--- src/rtl/rc4_pkg.sv ---
// rc4_pkg -- shared definitions for the RC4 memory subsystem.
//   Default memory geometry (address/data width), the fixed requester
//   indices used by the engine blocks, the arbiter state encoding, and a
//   helper that sizes an index field for a given requester count.
package rc4_pkg;

   localparam int ARB_AW  = 8;
   localparam int ARB_DW  = 8;
   localparam int REQ_NUM = 3;

   // Requester indices; lower index wins arbitration.
   localparam int REQ_INIT = 0;
   localparam int REQ_KSA  = 1;
   localparam int REQ_PRGA = 2;

   typedef enum logic [0:0] {
      ST_ARB = 1'b0,
      ST_OWN = 1'b1
   } arb_state_e;

   // Width of an index able to address n requesters (never zero).
   function automatic int idx_w(input int n);
      return (n > 1) ? $clog2(n) : 1;
   endfunction

endpackage

--- src/rtl/s_mem_arbiter_if.sv ---
// s_mem_arbiter_if -- requester-side bus of the shared S-RAM arbiter.
//   req/wren/addr/wdata : per-requester request, write enable, packed
//                         address and write data (requester i at [i*W +: W])
//   gnt/rvalid          : one-hot-or-zero grant and read-return strobe
//   rdata               : shared read data, qualified by rvalid
//   busy                : memory currently owned
//   modport master = requester side, modport slave = arbiter side.
interface s_mem_arbiter_if
   import rc4_pkg::*;
#(
   parameter int N_REQ = REQ_NUM,
   parameter int AW    = ARB_AW,
   parameter int DW    = ARB_DW
);

   logic [N_REQ-1:0]    req;
   logic [N_REQ-1:0]    wren;
   logic [N_REQ*AW-1:0] addr;
   logic [N_REQ*DW-1:0] wdata;
   logic [N_REQ-1:0]    gnt;
   logic [N_REQ-1:0]    rvalid;
   logic [DW-1:0]       rdata;
   logic                busy;

   modport master (
      output req, wren, addr, wdata,
      input  gnt, rvalid, rdata, busy
   );

   modport slave (
      input  req, wren, addr, wdata,
      output gnt, rvalid, rdata, busy
   );

endinterface

--- src/rtl/s_mem_arbiter_fixed_prio_sel.sv ---
// fixed_prio_sel -- combinational fixed-priority selector.
//   vec    : request vector
//   onehot : lowest set bit of vec (zero when vec is zero)
//   idx    : encoded position of that bit (zero when vec is zero)
module fixed_prio_sel #(
   parameter int N_REQ = 3,
   parameter int IDX_W = 2
) (
   input  logic [N_REQ-1:0] vec,
   output logic [N_REQ-1:0] onehot,
   output logic [IDX_W-1:0] idx
);

   // Scan from the top down so the lowest set index is the last to write.
   always_comb begin
      onehot = '0;
      idx    = '0;
      for (int i = N_REQ - 1; i >= 0; i--) begin
         if (vec[i]) begin
            onehot    = '0;
            onehot[i] = 1'b1;
            idx       = IDX_W'(i);
         end
      end
   end

endmodule

--- src/rtl/s_mem_arbiter.sv ---
// s_mem_arbiter -- fixed-priority, non-preemptive arbiter for the single-port
// 256x8 S RAM shared by the RC4 init / KSA / PRGA engines.
//   clk, reset_n : clock, asynchronous active-low reset
//   bus          : requester bus (s_mem_arbiter_if.slave)
//   mem_addr/mem_data/mem_wren : RAM address, write data, write enable
//   mem_q        : RAM read data, valid one clock after the address edge
// A requester that wins keeps the memory until it drops req; every cycle it
// holds both req and gnt is a memory access. Reads are tagged with the owner
// so the return lands on the right requester even after the grant is gone.
module s_mem_arbiter
   import rc4_pkg::*;
#(
   parameter int N_REQ = REQ_NUM,
   parameter int AW    = ARB_AW,
   parameter int DW    = ARB_DW
) (
   input  logic               clk,
   input  logic               reset_n,
   s_mem_arbiter_if.slave     bus,
   output logic [AW-1:0]      mem_addr,
   output logic [DW-1:0]      mem_data,
   output logic               mem_wren,
   input  logic [DW-1:0]      mem_q
);

   localparam int IDX_W = idx_w(N_REQ);

   arb_state_e       state_q, state_d;
   logic [IDX_W-1:0] owner_q, owner_d;
   logic [N_REQ-1:0] gnt_q, gnt_d;
   logic             pend_q, pend_d;
   logic [IDX_W-1:0] tag_q, tag_d;

   logic [N_REQ-1:0] sel_onehot;
   logic [IDX_W-1:0] sel_idx;

   logic             own_ok;
   logic             own_req;
   logic             own_gnt;
   logic             own_wren;
   logic [N_REQ-1:0] own_onehot;
   logic [AW-1:0]    own_addr;
   logic [DW-1:0]    own_wdata;
   logic             access;

   fixed_prio_sel #(
      .N_REQ (N_REQ),
      .IDX_W (IDX_W)
   ) u_sel (
      .vec    (bus.req),
      .onehot (sel_onehot),
      .idx    (sel_idx)
   );

   // Owner mux; own_ok stays low for an owner index beyond N_REQ-1.
   always_comb begin
      own_ok     = 1'b0;
      own_req    = 1'b0;
      own_gnt    = 1'b0;
      own_wren   = 1'b0;
      own_onehot = '0;
      own_addr   = '0;
      own_wdata  = '0;
      for (int i = 0; i < N_REQ; i++) begin
         if (owner_q == IDX_W'(i)) begin
            own_ok        = 1'b1;
            own_req       = bus.req[i];
            own_gnt       = gnt_q[i];
            own_wren      = bus.wren[i];
            own_onehot[i] = 1'b1;
            own_addr      = bus.addr[i*AW +: AW];
            own_wdata     = bus.wdata[i*DW +: DW];
         end
      end
   end

   // Next-state: default is "back to ARB, no grant", which also covers an
   // illegal state or a corrupted owner index.
   always_comb begin
      state_d = ST_ARB;
      owner_d = owner_q;
      gnt_d   = '0;
      case (state_q)
         ST_ARB: begin
            if (|bus.req) begin
               state_d = ST_OWN;
               owner_d = sel_idx;
               gnt_d   = sel_onehot;
            end
         end
         ST_OWN: begin
            if (!own_ok) begin
               owner_d = '0;
            end else if (own_req) begin
               state_d = ST_OWN;
               gnt_d   = own_onehot;
            end
         end
         default: owner_d = '0;
      endcase
   end

   assign access = (state_q == ST_OWN) && own_ok && own_req && own_gnt;

   always_comb begin
      mem_addr = '0;
      mem_data = '0;
      mem_wren = 1'b0;
      pend_d   = 1'b0;
      tag_d    = tag_q;
      if (access) begin
         mem_addr = own_addr;
         mem_data = own_wdata;
         mem_wren = own_wren;
         pend_d   = !own_wren;
         tag_d    = owner_q;
      end
   end

   // Read return: one cycle after the read access, routed by the tag.
   always_comb begin
      bus.rvalid = '0;
      for (int i = 0; i < N_REQ; i++) begin
         if (pend_q && (tag_q == IDX_W'(i))) begin
            bus.rvalid[i] = 1'b1;
         end
      end
      bus.rdata = pend_q ? mem_q : '0;
   end

   assign bus.gnt  = gnt_q;
   assign bus.busy = (state_q == ST_OWN);

   always_ff @(posedge clk or negedge reset_n) begin
      if (!reset_n) begin
         state_q <= ST_ARB;
         owner_q <= '0;
         gnt_q   <= '0;
         pend_q  <= 1'b0;
      end else begin
         state_q <= state_d;
         owner_q <= owner_d;
         gnt_q   <= gnt_d;
         pend_q  <= pend_d;
      end
   end

   // Tag is only meaningful while pend_q is set, so it needs no reset.
   always_ff @(posedge clk) begin
      tag_q <= tag_d;
   end

endmodule

--- src/flat_wrapper.sv ---
// flat-port wrapper written by rule: the top's interface ports become plain ports
module s_mem_arbiter_flat import rc4_pkg::*;
#(
   parameter int N_REQ = REQ_NUM,
   parameter int AW    = ARB_AW,
   parameter int DW    = ARB_DW
)
  (clk, reset_n, mem_addr, mem_data, mem_wren, mem_q, bus_req, bus_wren, bus_addr, bus_wdata, bus_gnt, bus_rvalid, bus_rdata, bus_busy);
  s_mem_arbiter_if #(.N_REQ(N_REQ), .AW(AW), .DW(DW)) bus_i ();
  input  logic clk;
  input  logic reset_n;
  output logic [AW-1:0] mem_addr;
  output logic [DW-1:0] mem_data;
  output logic mem_wren;
  input  logic [DW-1:0] mem_q;
  input wire logic [$bits(bus_i.req)-1:0] bus_req;
  input wire logic [$bits(bus_i.wren)-1:0] bus_wren;
  input wire logic [$bits(bus_i.addr)-1:0] bus_addr;
  input wire logic [$bits(bus_i.wdata)-1:0] bus_wdata;
  output wire logic [$bits(bus_i.gnt)-1:0] bus_gnt;
  output wire logic [$bits(bus_i.rvalid)-1:0] bus_rvalid;
  output wire logic [$bits(bus_i.rdata)-1:0] bus_rdata;
  output wire logic [$bits(bus_i.busy)-1:0] bus_busy;
  assign bus_i.req = bus_req;
  assign bus_i.wren = bus_wren;
  assign bus_i.addr = bus_addr;
  assign bus_i.wdata = bus_wdata;
  assign bus_gnt = bus_i.gnt;
  assign bus_rvalid = bus_i.rvalid;
  assign bus_rdata = bus_i.rdata;
  assign bus_busy = bus_i.busy;
  s_mem_arbiter #(.N_REQ(N_REQ), .AW(AW), .DW(DW)) u_core (.clk(clk), .reset_n(reset_n), .bus(bus_i), .mem_addr(mem_addr), .mem_data(mem_data), .mem_wren(mem_wren), .mem_q(mem_q));
endmodule
--- config.mk ---
export PLATFORM = sky130hd
export DESIGN_NAME = s_mem_arbiter_flat
export DESIGN_NICKNAME = d
export VERILOG_FILES = /design/src/rtl/rc4_pkg.sv /design/src/rtl/s_mem_arbiter_if.sv /design/src/rtl/s_mem_arbiter_fixed_prio_sel.sv /design/src/rtl/s_mem_arbiter.sv /design/src/flat_wrapper.sv
export SDC_FILE = /design/constraint.sdc
export NUM_CORES = 1
export LEC_CHECK = 0
export CORE_MARGIN = 2
export CORE_UTILIZATION = 29
export DETAILED_ROUTE_END_ITERATION = 10
export MAX_ROUTING_LAYER = met4
export PLACE_DENSITY = 0.77
export SYNTH_ARGS = -nofsm -noshare
export SYNTH_HDL_FRONTEND = slang
export SYNTH_SLANG_ARGS = --single-unit
--- constraint.sdc ---
create_clock -name clk -period 1.67 [get_ports clk]
set_clock_uncertainty 0.05 [all_clocks]
set_input_delay 0.334 -clock clk [delete_from_list [all_inputs] [get_ports clk]]
set_output_delay 0.334 -clock clk [all_outputs]
set_load 0.02 [all_outputs]
==> results of run 1 <==
## layout make-up
| class | count | area [um2] |
|---|---|---|
| Multi-Input combinational cell | 87 | 996 |
| Clock buffer | 3 | 41.3 |
| Clock inverter | 1 | 5.00 |
| Fill cell | 282 | 1090 |
| Tap cell | 48 | 60.1 |
| Sequential cell | 9 | 238 |
| Inverter | 2 | 7.51 |
| Timing Repair Buffer | 129 | 1250 |
## layer usage
metal  track usage  wire, um  share of wire  vias to the layer above
li1              -         -              -                      677
met1         0.235      1710           0.38                      659
met2         0.345      2270           0.50                       71
met3        0.0443       410          0.091                       10
met4        0.0714       136          0.030                        0
met5             -         0              0                        -
## worst min-delay path by stage
| stage | slack (ps) | endpoint | from | cells past startpoint |
|---|---|---|---|---|
| after CTS | 310 | u_core.bus.gnt[1]$_DFF_PN0_ | reset_n | 1 |
| after global routing | 340 | u_core.bus.gnt[1]$_DFF_PN0_ | reset_n | 1 |
| final | 310 | u_core.bus.gnt[1]$_DFF_PN0_ | reset_n | 1 |
| after global placement | 470 | u_core.tag_q[1]$_DFFE_PP_ | u_core.owner_q[1]$_DFFE_PN0P_ | 0 |
| after floorplan | -10 | u_core.bus.busy$_DFF_PN0_ | reset_n | 0 |
| after detailed placement | 480 | u_core.tag_q[1]$_DFFE_PP_ | u_core.owner_q[1]$_DFFE_PN0P_ | 0 |
## power breakdown
group          internal, W  switching, W
Combinational      0.00148       0.00115
Clock             0.000163     0.0000925
Sequential        0.000306     0.0000853
Total              0.00195       0.00133
## state kept, by name, summed over array words and instances (netlist names)
signal           cells
u_core.tag_q         2
u_core.pend_q        1
u_core.bus.gnt       3
u_core.owner_q       2
u_core.bus.busy      1
## kinds of logic (layout without fill, tap and decap cells)
kind of cell	after synthesis	in the layout	share of synthesized area
AO/OA/AOI/OAI	26	26	0.193
buffers and inverters	16	135	0.119
flip-flops	9	9	0.210
multiplexers	20	20	0.205
AND/OR/NAND/NOR	41	41	0.272
## critical path: cells and delay by family (launching register included)
kind,cells,cell delay [ps]
and+or+nand+nor,2,500
DFF,1,480
buffers and inverters,3,470
AOI/OAI and AO/OA,1,70
## metrics by stage
stage | hold WS (ps) | instances | utilization
finish | 308 | 279 | 0.704
CTS | 308 | 278 | 0.698
global placement | 473 | 267 | 0.657
global route | 338 | 279 | 0.704
detailed placement | 478 | 267 | 0.657
floorplan | -11.6 | 112 | -
## cell usage in the layout (no fill, tap or decap), types with 5 or more instances in the layout
cell / count
sky130_fd_sc_hd__nor3b_4: 9
sky130_fd_sc_hd__buf_4: 29
sky130_fd_sc_hd__dfrtp_1: 5
sky130_fd_sc_hd__nor3b_2: 8
sky130_fd_sc_hd__a32oi_2: 10
sky130_fd_sc_hd__and2_1: 9
sky130_fd_sc_hd__a32oi_1: 6
sky130_fd_sc_hd__mux2_2: 13
sky130_fd_sc_hd__clkdlybuf4s50_1: 63
sky130_fd_sc_hd__dlygate4sd2_1: 7
sky130_fd_sc_hd__mux2_4: 5
sky130_fd_sc_hd__buf_6: 15
## repair_timing
action,in CTS,in global routing
resized for setup,120,14
setup endpoints to repair,31,29
setup buffers,6,2
pin swaps,14,7
gates cloned,1,0
==> impl_metrics.toml, run 1 <==
[status]
run_status = "finished, violations left"
violations = "negative setup slack"

[sta]
timing_hold_violations_final = 0
timing_worst_slew_pin_value_ps = 324
setup_violations = 20
max_freq_mhz = 465
timing_max_transition_violations_final = 0
grt_setup_unrepaired = "yes"
worst_slew_margin_rel = 0.782
setup_ws_ps = -482
finalCriticalPeriod_ps = 2150
final_cycle_share = 1.29
setup-tns-final_ps = -8010

[cells_and_area]
antenna_cells = 0
finalNetCount = 296
post-route-cell-area_um2 = 2600
layout-area-overhead-vs-synth_pct = 132
layout-drive-gt1-share = 0.489

[grt]
globalRoute.totalOverflow = 0
grt_pass1_wl_um = 6710
grt_start_max_net_pins = 18
grtUsageTotal = 0.203
vias_in_the_first_global_route = 1409
initial_antenna_violation_count = 0

[yosys]
synth_area_leaders = "sky130_fd_sc_hd__mux2_2, sky130_fd_sc_hd__dfrtp_1, sky130_fd_sc_hd__a32oi_1"
yosys.area.top_type_share = 0.161
synth_seq_cells = 9
netlist_instances = 112
synth_seq_area_share = 0.210
yosys_most_used_dff = "sky130_fd_sc_hd__dfrtp_1"
synthesis.area_per_instance_um2 = 10.0
synth.net_count = 176
yosysTopAreaCell = "sky130_fd_sc_hd__mux2_2"
synthesis.yosys.warnings = 0
synth.distinct_cells = 33
yosysMostFrequentCell = "sky130_fd_sc_hd__nor3b_1"
number_of_synthesized_flops_with_an_enable_pin = 2
synth.cells.most_frequent = "sky130_fd_sc_hd__nor3b_1, sky130_fd_sc_hd__a32oi_1, sky130_fd_sc_hd__mux2_2"
postSynth.asyncResetShare = 0.778
mappedNetlistArea_um2 = 1120

[critical_path]
start_kind = "flip-flop"
crit_arrival_ps = 1770
worst-r2r-setup-slack_ps = -120
destination_of_the_critical_timing_path = "mem_addr[5]"
start_of_the_worst_register_to_register_path = "u_core.owner_q[0]$_DFFE_PN0P_"
reg2reg_depth = 6
critical_path_required_time_ps = 1290
reg2reg_to = "u_core.tag_q[1]$_DFFE_PP_"
critical_path.max_fanout = 10
end_kind = "primary output"
criticalPathCategory = "flip-flop to primary output"
cpPeakStageDelay_ps = 480
startpoint = "u_core.owner_q[0]$_DFFE_PN0P_"
crit_path_cell_trace = "buf_6, and3b_2, buf_12, a32oi_1, nor3b_2, buf_4"
crit_slowest_cell = "sky130_fd_sc_hd__dfrtp_2"

[floorplanning]
fp.dieArea_um2 = 4380
io_pins = 96
design.core.area_um2 = 3690
horizontal_die_dimension_um = 66.2
dieHeight_um = 66.2
initial_utilization = 0.304
placement_rows = 22

[route]
dr_total_vias = 1417
iteration_0_drc_count_of_the_detailed_router = 24
drc_errors = 0
ant_nets = 0
detail_route.vias_per_cell = 5.08
wl_per_cell_um = 16.2
first_pass_iteration_count_of_the_detailed_router = 4
routed_wl_um = 4520

[hold_path]
hold_class = "input pin to async pin"

[clocking]
cts.path.max_buffers = 2
insertion_delay_ps = 240
numClockSinks = 9
clk_root_buffer_cell = "sky130_fd_sc_hd__clkbuf_8"
postCtsHoldBufs = 0
cts_tree = "built"
cts_max_level = 1
clock_pin_slew_worst_setup_and_hold_paths_ps = 50
cts-buffers-inserted = 3

[placed_design]
buffer_ports.inserted = 95
place_area_um2 = 2420
gp_routability_congestion = 0.851
pre_cts_ws_ps = -877
dp_hpwl_um = 3640

[power_and_ir_drop]
total_leakage_power_nw = 1.13
power_per_cell_area_nw_per_um2 = 1260
totalPowerFinal_w = 0.00328
ir_drop_mv = 0.973

[flow_run]
max-cap-violations = 0
No activity file was read; power rests on OpenSTA's default activity.
==> run 2: changes to the inputs <==
ABC_CLOCK_PERIOD_IN_PS = 1670   (was not set)
MAX_ROUTING_LAYER = not set   (was met4)
==> run 2 against run 1 <==
  * The run still ends with negative setup slack left
  * Core utilization unchanged
  * Sequential share of layout area is the same
  * First-iteration DRC count decreased by 8.3%
  * Largest cell class unchanged
==> impl_metrics.toml, run 2 (same netlist as run 1, synthesis figures left out) <==
[sta]
timing_worst_slew_pin_value_ps = 324
timing_hold_violations_final = 0
finalCriticalPeriod_ps = 2150
setup_ws_ps = -481
setup_violations = 20
timing_max_transition_violations_final = 0
max_freq_mhz = 465
grt_setup_unrepaired = "yes"
worst_slew_margin_rel = 0.782
final_cycle_share = 1.29
worst_hold_slack_ps = 306

[clocking]
numClockSinks = 9
cts_max_level = 1
cts.path.max_buffers = 2
postCtsHoldBufs = 0
cts_tree = "built"
clock_pin_slew_worst_setup_and_hold_paths_ps = 50
insertion_delay_ps = 240
cts-buffers-inserted = 3
clk_root_buffer_cell = "sky130_fd_sc_hd__clkbuf_8"

[grt]
grt_pass1_wl_um = 6720
vias_in_the_first_global_route = 1407
grtUsageTotal = 0.198
grt_start_max_net_pins = 18
globalRoute.totalOverflow = 0
initial_antenna_violation_count = 0

[power_and_ir_drop]
power_per_cell_area_nw_per_um2 = 1260
ir_drop_mv = 0.979
totalPowerFinal_w = 0.00328
total_leakage_power_nw = 1.13

[floorplanning]
placement_rows = 22
design.core.area_um2 = 3690
horizontal_die_dimension_um = 66.2
initial_utilization = 0.304
io_pins = 96
fp.dieArea_um2 = 4380
dieHeight_um = 66.2

[cells_and_area]
post-route-cell-area_um2 = 2600
layout-area-overhead-vs-synth_pct = 132
commonest_cells_after_routing_fill_and_taps_aside = "sky130_fd_sc_hd__clkdlybuf4s50_1, sky130_fd_sc_hd__buf_4, sky130_fd_sc_hd__buf_6"
antenna_cells = 0
fillerInstances = 282
finalNetCount = 296
largest_register_ff_count = 3
layout-drive-gt1-share = 0.489
layout_commonest_cell = "sky130_fd_sc_hd__clkdlybuf4s50_1"

[placed_design]
gp_routability_congestion = 0.838
buffer_ports.inserted = 95
dp_hpwl_um = 3640
place_area_um2 = 2420

[critical_path]
crit_slowest_cell = "sky130_fd_sc_hd__dfrtp_2"
criticalPathCategory = "flip-flop to primary output"
cp_top_family = "flip-flops"
crit_path_cell_trace = "buf_4, buf_16, mux2_4, a32oi_2, nor3b_2, buf_2"
end_kind = "primary output"
critical_path_buf_inv_count = 3
worst-path-stages = 6
critical_path_required_time_ps = 1290
crit_arrival_ps = 1770
cpPeakStageDelay_ps = 480
start_kind = "flip-flop"
critical_path.max_fanout = 6
reg2reg_depth = 6

[route]
iteration_0_drc_count_of_the_detailed_router = 22
routed_wl_um = 4530
dr_total_vias = 1411
detail_route.vias_per_cell = 5.06
ant_nets = 0
wl_per_cell_um = 16.2
first_pass_iteration_count_of_the_detailed_router = 4
drc_errors = 0

[flow_run]
max-cap-violations = 0

[hold_path]
hold_class = "input pin to async pin"

[status]
violations = "negative setup slack"
run_status = "finished, violations left"
[run 2: cell counts in the layout (fill, tap and decap cells not counted)]
No cell type changed its count.
[run 2: worst paths after layout]
kind	from	endpoint	slack, ps
max	u_core.owner_q[0]$_DFFE_PN0P_	mem_addr[0]	-480
min	reset_n	u_core.bus.gnt[1]$_DFF_PN0_	310
max reg2reg	u_core.owner_q[0]$_DFFE_PN0P_	u_core.tag_q[1]$_DFFE_PP_	-120
min reg2reg	u_core.owner_q[1]$_DFFE_PN0P_	u_core.tag_q[1]$_DFFE_PP_	500
max in group asynchronous	reset_n	u_core.pend_q$_DFF_PN0_	1010
min in group clk	u_core.owner_q[1]$_DFFE_PN0P_	u_core.tag_q[1]$_DFFE_PP_	500
[run 2: cell type report]
cell class | instances | area, um2 | area share
clock inverters | 1 | 5.00 | 0.00193
repair buffers | 129 | 1250 | 0.481
multi-input cells | 87 | 996 | 0.384
well taps | 48 | 60.1 | 0.0231
inverters | 2 | 7.51 | 0.00289
clock buffers | 3 | 41.3 | 0.0159
flip-flops and latches | 9 | 238 | 0.0916
[run 2: metrics by stage]
stage               TNS, ps  worst slack, ps  cells  utilization
CTS                   -7990             -480    278        0.698
finish                -7980             -481    279        0.704
floorplan              -831            -99.6    112            -
global placement     -16220             -834    267        0.657
detailed placement   -16910             -877    267        0.657
global route          -9080             -552    279        0.704
[run 2: repair_timing]
| item | 4_1_cts | 5_1_grt |
|---|---|---|
| setup endpoints to repair | 31 | 29 |
| setup buffers | 6 | 2 |
| pin swaps | 14 | 7 |
| gates cloned | 1 | 0 |
| gates resized for setup | 120 | 14 |
[run 2: layer usage]
layer / routed length (um) / up-vias / GRT usage
met4: 136 / 0 / 0.0714
li1: - / 678 / -
met3: 384 / 10 / 0.0443
met5: 0 / - / 0
met1: 1750 / 659 / 0.236
met2: 2260 / 64 / 0.345
[run 2: report_power, final]
part,internal [W],switching (W)
Clock,0.000163,0.0000919
Combinational,0.00148,0.00115
Sequential,0.000306,0.0000855
Total,0.00195,0.00133
==> run 3: changes to the inputs <==
ABC_CLOCK_PERIOD_IN_PS = 2500   (was 1670)
CORE_UTILIZATION = 35   (was 29)
PLACE_DENSITY = 0.87   (was 0.77)
clock period = 2.5 ns   (was 1.67 ns; I/O delays follow)
==> run 3 against run 2 <==
  * The flow now finishes without violations
  * Core utilization is 0.47 points higher
  * Critical path depth stayed put
  * Hold slack improved by 130 ps
  * Total power is 50% lower
  * Final cell count is 8.6% lower
  * Register-to-register slack improved by 780 ps
  * Sequential share of layout area grew 1.8 points
  * Combinational power decreased by 53%
  * Wire length shrank 5.1%
  * Die area decreased by 16%
  * Largest cell class unchanged
  * Largest power group unchanged
==> impl_metrics.toml, run 3 (same netlist as run 1, synthesis figures left out) <==
[status]
run_status = "finished, final reports clean"

[route]
dr_total_vias = 1343
ant_nets = 0
first_pass_iteration_count_of_the_detailed_router = 4
iteration_0_drc_count_of_the_detailed_router = 68
detail_route.vias_per_cell = 5.27
wl_per_cell_um = 16.8
drc_errors = 0
routed_wl_um = 4300

[placed_design]
dp_hpwl_um = 3390
buffer_ports.inserted = 95
dp.cells = 250
pre_cts_ws_ps = -347
gp_routability_congestion = 0.807

[sta]
grt_setup_unrepaired = "yes"
setup_ws_ps = 9.32
timing_worst_slew_pin_value_ps = 545
finalCriticalPeriod_ps = 2490
setup_violations = 0
setup-tns-final_ps = 0
timing_hold_violations_final = 0
max_freq_mhz = 401
final_cycle_share = 0.996
worst_slew_margin_rel = 0.637
timing_max_transition_violations_final = 0

[critical_path]
crit_arrival_ps = 1940
critical_path_required_time_ps = 1950
critical_path_buf_inv_count = 3
crit_path_cell_trace = "clkdlybuf4s50_1, mux2_4, a21oi_4, buf_6, nor3b_1, clkdlybuf4s15_1"
start_kind = "input pin"
cp_top_family = "buffers and inverters"
critical_path.max_fanout = 9
cpPeakStageDelay_ps = 410
reg2reg_depth = 5
end_kind = "primary output"
crit_slowest_cell = "sky130_fd_sc_hd__clkdlybuf4s50_1"
worst-path-stages = 6
criticalPathCategory = "input pin to primary output"

[floorplanning]
placement_rows = 20
initial_utilization = 0.367
io_pins = 96
design.core.area_um2 = 3050
horizontal_die_dimension_um = 60.6
dieHeight_um = 60.6
fp.dieArea_um2 = 3670

[clocking]
clk_root_buffer_cell = "sky130_fd_sc_hd__clkbuf_4"
insertion_delay_ps = 260
cts.path.max_buffers = 2
cts_max_level = 1
cts_tree = "built"
clock_pin_slew_worst_setup_and_hold_paths_ps = 60
numClockSinks = 9
cts-buffers-inserted = 3

[grt]
grt_start_max_net_pins = 22
initial_antenna_violation_count = 0
grtUsageTotal = 0.217
grt_pass1_wl_um = 5960
vias_in_the_first_global_route = 1253
globalRoute.totalOverflow = 0

[hold_path]
hold_class = "input pin to async pin"

[cells_and_area]
layout-area-overhead-vs-synth_pct = 93.0
commonest_cells_after_routing_fill_and_taps_aside = "sky130_fd_sc_hd__clkdlybuf4s50_1, sky130_fd_sc_hd__nor3b_1, sky130_fd_sc_hd__mux2_2"
layout-drive-gt1-share = 0.284
finalNetCount = 276
antenna_cells = 0
largest_register_ff_count = 3
final_cells = 255
layout_commonest_cell = "sky130_fd_sc_hd__clkdlybuf4s50_1"
sequential_cell_area_um2 = 236
multi_input_comb_area_um2 = 779
fillerInstances = 236

[power_and_ir_drop]
ir_drop_mv = 0.569
totalPowerFinal_w = 0.00164
total_leakage_power_nw = 0.804
power_per_cell_area_nw_per_um2 = 758

[flow_run]
max-cap-violations = 0
==> run 3: where the power goes <==
group / total [W] / internal (W) / switching [W]
Clock: 0.000111 / 0.0000614 / 0.0000498
Sequential: 0.000298 / 0.000202 / 0.0000959
Combinational: 0.00123 / 0.000670 / 0.000561
Total: 0.00164 / 0.000933 / 0.000707
==> run 3: final timing paths <==
| path | to | slack (ps) | from |
|---|---|---|---|
| min reg2reg | u_core.tag_q[1]$_DFFE_PP_ | 590 | u_core.owner_q[1]$_DFFE_PN0P_ |
| max | mem_data[5] | 9 | bus_req[0] |
| max in group asynchronous | u_core.owner_q[0]$_DFFE_PN0P_ | 1720 | reset_n |
| min | u_core.pend_q$_DFF_PN0_ | 440 | reset_n |
| max reg2reg | u_core.tag_q[0]$_DFFE_PP_ | 660 | u_core.owner_q[0]$_DFFE_PN0P_ |
| min in group clk | u_core.tag_q[1]$_DFFE_PP_ | 590 | u_core.owner_q[1]$_DFFE_PN0P_ |
==> run 3: per-stage QoR <==
step | area [um2] | hold WS, ps | util
after floorplan | 1120 | 154 | -
after global placement | 2120 | 539 | 0.695
after detailed placement | 2120 | 565 | 0.695
after CTS | 2160 | 436 | 0.708
after global routing | 2160 | 441 | 0.709
final | 2160 | 435 | 0.709
==> run 3: worst reg2reg max path, cell delays in order (launching register included) <==
cell	delay, ps
sky130_fd_sc_hd__dfrtp_2	490
sky130_fd_sc_hd__and3b_2	290
sky130_fd_sc_hd__a21oi_4	60
sky130_fd_sc_hd__buf_6	150
sky130_fd_sc_hd__buf_4	130
sky130_fd_sc_hd__nor3b_1	330
==> run 3: layer usage <==
layer	share of wire	GRT usage
met5	0	0
met4	0.033	0.115
met3	0.095	0.0469
met2	0.52	0.387
met1	0.35	0.238
==> run 3: final cells by class <==
cell class / count / area share
Tap cell: 44 / 0.0254
Timing Repair Buffer: 109 / 0.489
Inverter: 2 / 0.00347
Multi-Input combinational cell: 87 / 0.360
Sequential cell: 9 / 0.109
Clock buffer: 4 / 0.0121
==> run 3: repair_timing <==
item | in CTS | in global routing
resized for setup | 38 | 26
hold buffers | 0 | 0
endpoints found under the setup margin | 17 | 16
pin swaps | 1 | 0
setup buffers | 0 | 1
==> patch: new RTL, settings of run 1 <==
The package constant `ARB_DW` goes from 8 to 7.
--- a/src/rtl/rc4_pkg.sv
+++ b/src/rtl/rc4_pkg.sv
@@ -6,5 +6,5 @@
 
    localparam int ARB_AW  = 8;
-   localparam int ARB_DW  = 8;
+   localparam int ARB_DW  = 7;
    localparam int REQ_NUM = 3;
 
Ports: changed (resized bus_rdata, bus_wdata, mem_data and mem_q); port bits go from 96 to 90. No check against the original RTL was run, so the function may have changed too.
==> patch against run 1 <==
Setup slack worse by 0.0038 ns; highest routed layer unchanged; sequential cell count unchanged; the flow still finishes with violations (setup timing); core utilization shrank 3.1 points; register-to-register slack improved by 0.03 ns; wire length shrank 2.4%; area after synthesis down 8.7%; count of clock-buffer cells in the layout up 1; combinational power fell by 14%; total power down 15%; worst hold slack worse by 0.042 ns; first-iteration DRC count is 75% higher; sequential power down 3%; final area down 13%.
==> patch: results (changes against run 1) <==
stage	metric	value	unit	change
routing	Post-Route WL	4410	um	was 4520 um
grt	first-pass GRT wire length	6710	um	about the same
routing	DR WL met2	2350	um	was 2270 um
grt	pin count of the biggest net entering global routing	16		was 18
worst_setup_path	worst path arrival time	1.77	ns	about the same
routing	wire length on met3	296	um	was 410 um
clocking	post-CTS setup buffer count	4		was 6
outcome	violated checks	setup timing		unchanged
power_and_ir_drop	leak pwr	0.946	nW	was 1.13 nW
grt	GR Util met3	0.0482		was 0.0443
finish	fraction of layout cells with a size suffix above 1	0.449		was 0.489
grt	M1 GR Usage	0.232		was 0.235
placed_design	dpl cell area	2190	um^2	was 2420 um^2
grt	vias in the first global route	1347		was 1409
placed_design	Inst Count DP	254		was 267
yosys	ys flop type	dfrtp_1		unchanged
sta	slew margin rel.	0.729		was 0.782
sta	setup ws final	-0.486	ns	was -0.482 ns
placed_design	RD Place Congestion	0.773		was 0.851
yosys	Syn Area/Cell	9.66	um^2	was 10.0 um^2
sta	TNS Setup	-7.81	ns	was -8.01 ns
yosys	post-synth net total	166		was 176
routing	M1 wire length	1690	um	was 1710 um
power_and_ir_drop	Pwr Density	1240	nW/um^2	was 1260 nW/um^2
routing	Vias/cell	5.06		was 5.08
yosys	Post-synth top cells	nor3b_1, a32oi_1, mux2_2, and2_1, dfrtp_1		unchanged
clocking	cts repair resizes	104		was 120
clocking	worst-skew pair later-pin latency	0.26	ns	was 0.24 ns
yosys	sequential area share after synthesis	0.230		was 0.210
placed_design	pre-CTS setup slack	-0.860	ns	was -0.877 ns
routing	Iteration-0 DRC Markers	42		was 24
yosys	Synth async-reset ratio	0.778		unchanged
placed_design	Port Buffers	89		was 95
outcome	outcome	finished, violations left		unchanged
clocking	root buffer cell	clkbuf_4		was clkbuf_8
yosys	top cells by area, synth	dfrtp_1, mux2_2, a32oi_1		was mux2_2, dfrtp_1, a32oi_1
finish	fin cells	262		was 279
yosys	Synth cell types	29		was 33
finish	# fillers	288		was 282
routing	DR top layer	met4		unchanged
worst_setup_path	crit-path max FO	8		was 10
yosys	EDFF count, synth	2		unchanged
power_and_ir_drop	Max VDD drop	0.595	mV	was 0.973 mV
grt	initial antenna violation count	0		unchanged
grt	grt met2 use	0.401		was 0.345
grt	All-Layer GR Usage	0.220		was 0.203
finish	# nets final	277		was 296
sta	Setup violations, final	18		was 20
placed_design	DPL Wire Length	3440	um	was 3640 um
-- patch: cell types whose count changed after synthesis, moves of 2 or more --
cell / delta
a21oi_2: -2
and3b_1: +2
and3b_2: -2
buf_2: +2
-- patch: power by group --
part           switching, mW  internal [mW]  leakage [nW]
Sequential            0.0756          0.304         0.108
Clock                 0.0773         0.0922        0.0150
Combinational           1.02           1.23         0.823
Total                   1.17           1.63         0.946
-- patch: area by class of cell --
class                   instances  share of cell area
repair buffers                118               0.479
flip-flops and latches          9               0.104
well taps                      46              0.0254
multi-input cells              83               0.376
clock buffers                   4              0.0116
inverters                       2             0.00332
-- patch: through the flow --
stage                     hold WS [ns]  total power [mW]
final                            0.266              2.80
after global routing             0.286              2.95
after CTS                        0.281              2.71
after detailed placement         0.557              2.44
after global placement           0.555              2.38
after floorplan                -0.0116              1.61
-- patch: final timing paths --
path,start,end,slack [ns],cells past startpoint
max,u_core.owner_q[0],mem_data[6],-0.49,6
min in group clk,u_core.owner_q[1],u_core.tag_q[1],0.64,1
max reg2reg,u_core.owner_q[0],u_core.tag_q[0],-0.09,6
max in group asynchronous,reset_n,u_core.owner_q[0],1.06,1
min,reset_n,u_core.pend_q,0.27,1
min reg2reg,u_core.owner_q[1],u_core.tag_q[1],0.64,1
-- patch: cells by family (layout without fill, tap and decap cells) --
logic type | count (synthesis) | after routing | synth area share
multiplexers | 19 | 19 | 0.218
buffers and inverters | 14 | 124 | 0.0856
flip-flops | 9 | 9 | 0.230
AO/OA/AOI/OAI | 25 | 25 | 0.201
AND/OR/NAND/NOR | 39 | 39 | 0.266
-- patch: worst max-delay path: stages (launching register included) --
cell and delay, ns:
dfrtp_2 0.46, buf_6 0.14, mux2_4 0.30, a21oi_4 0.19, buf_6 0.18, nor3b_2 0.06, buf_4 0.16
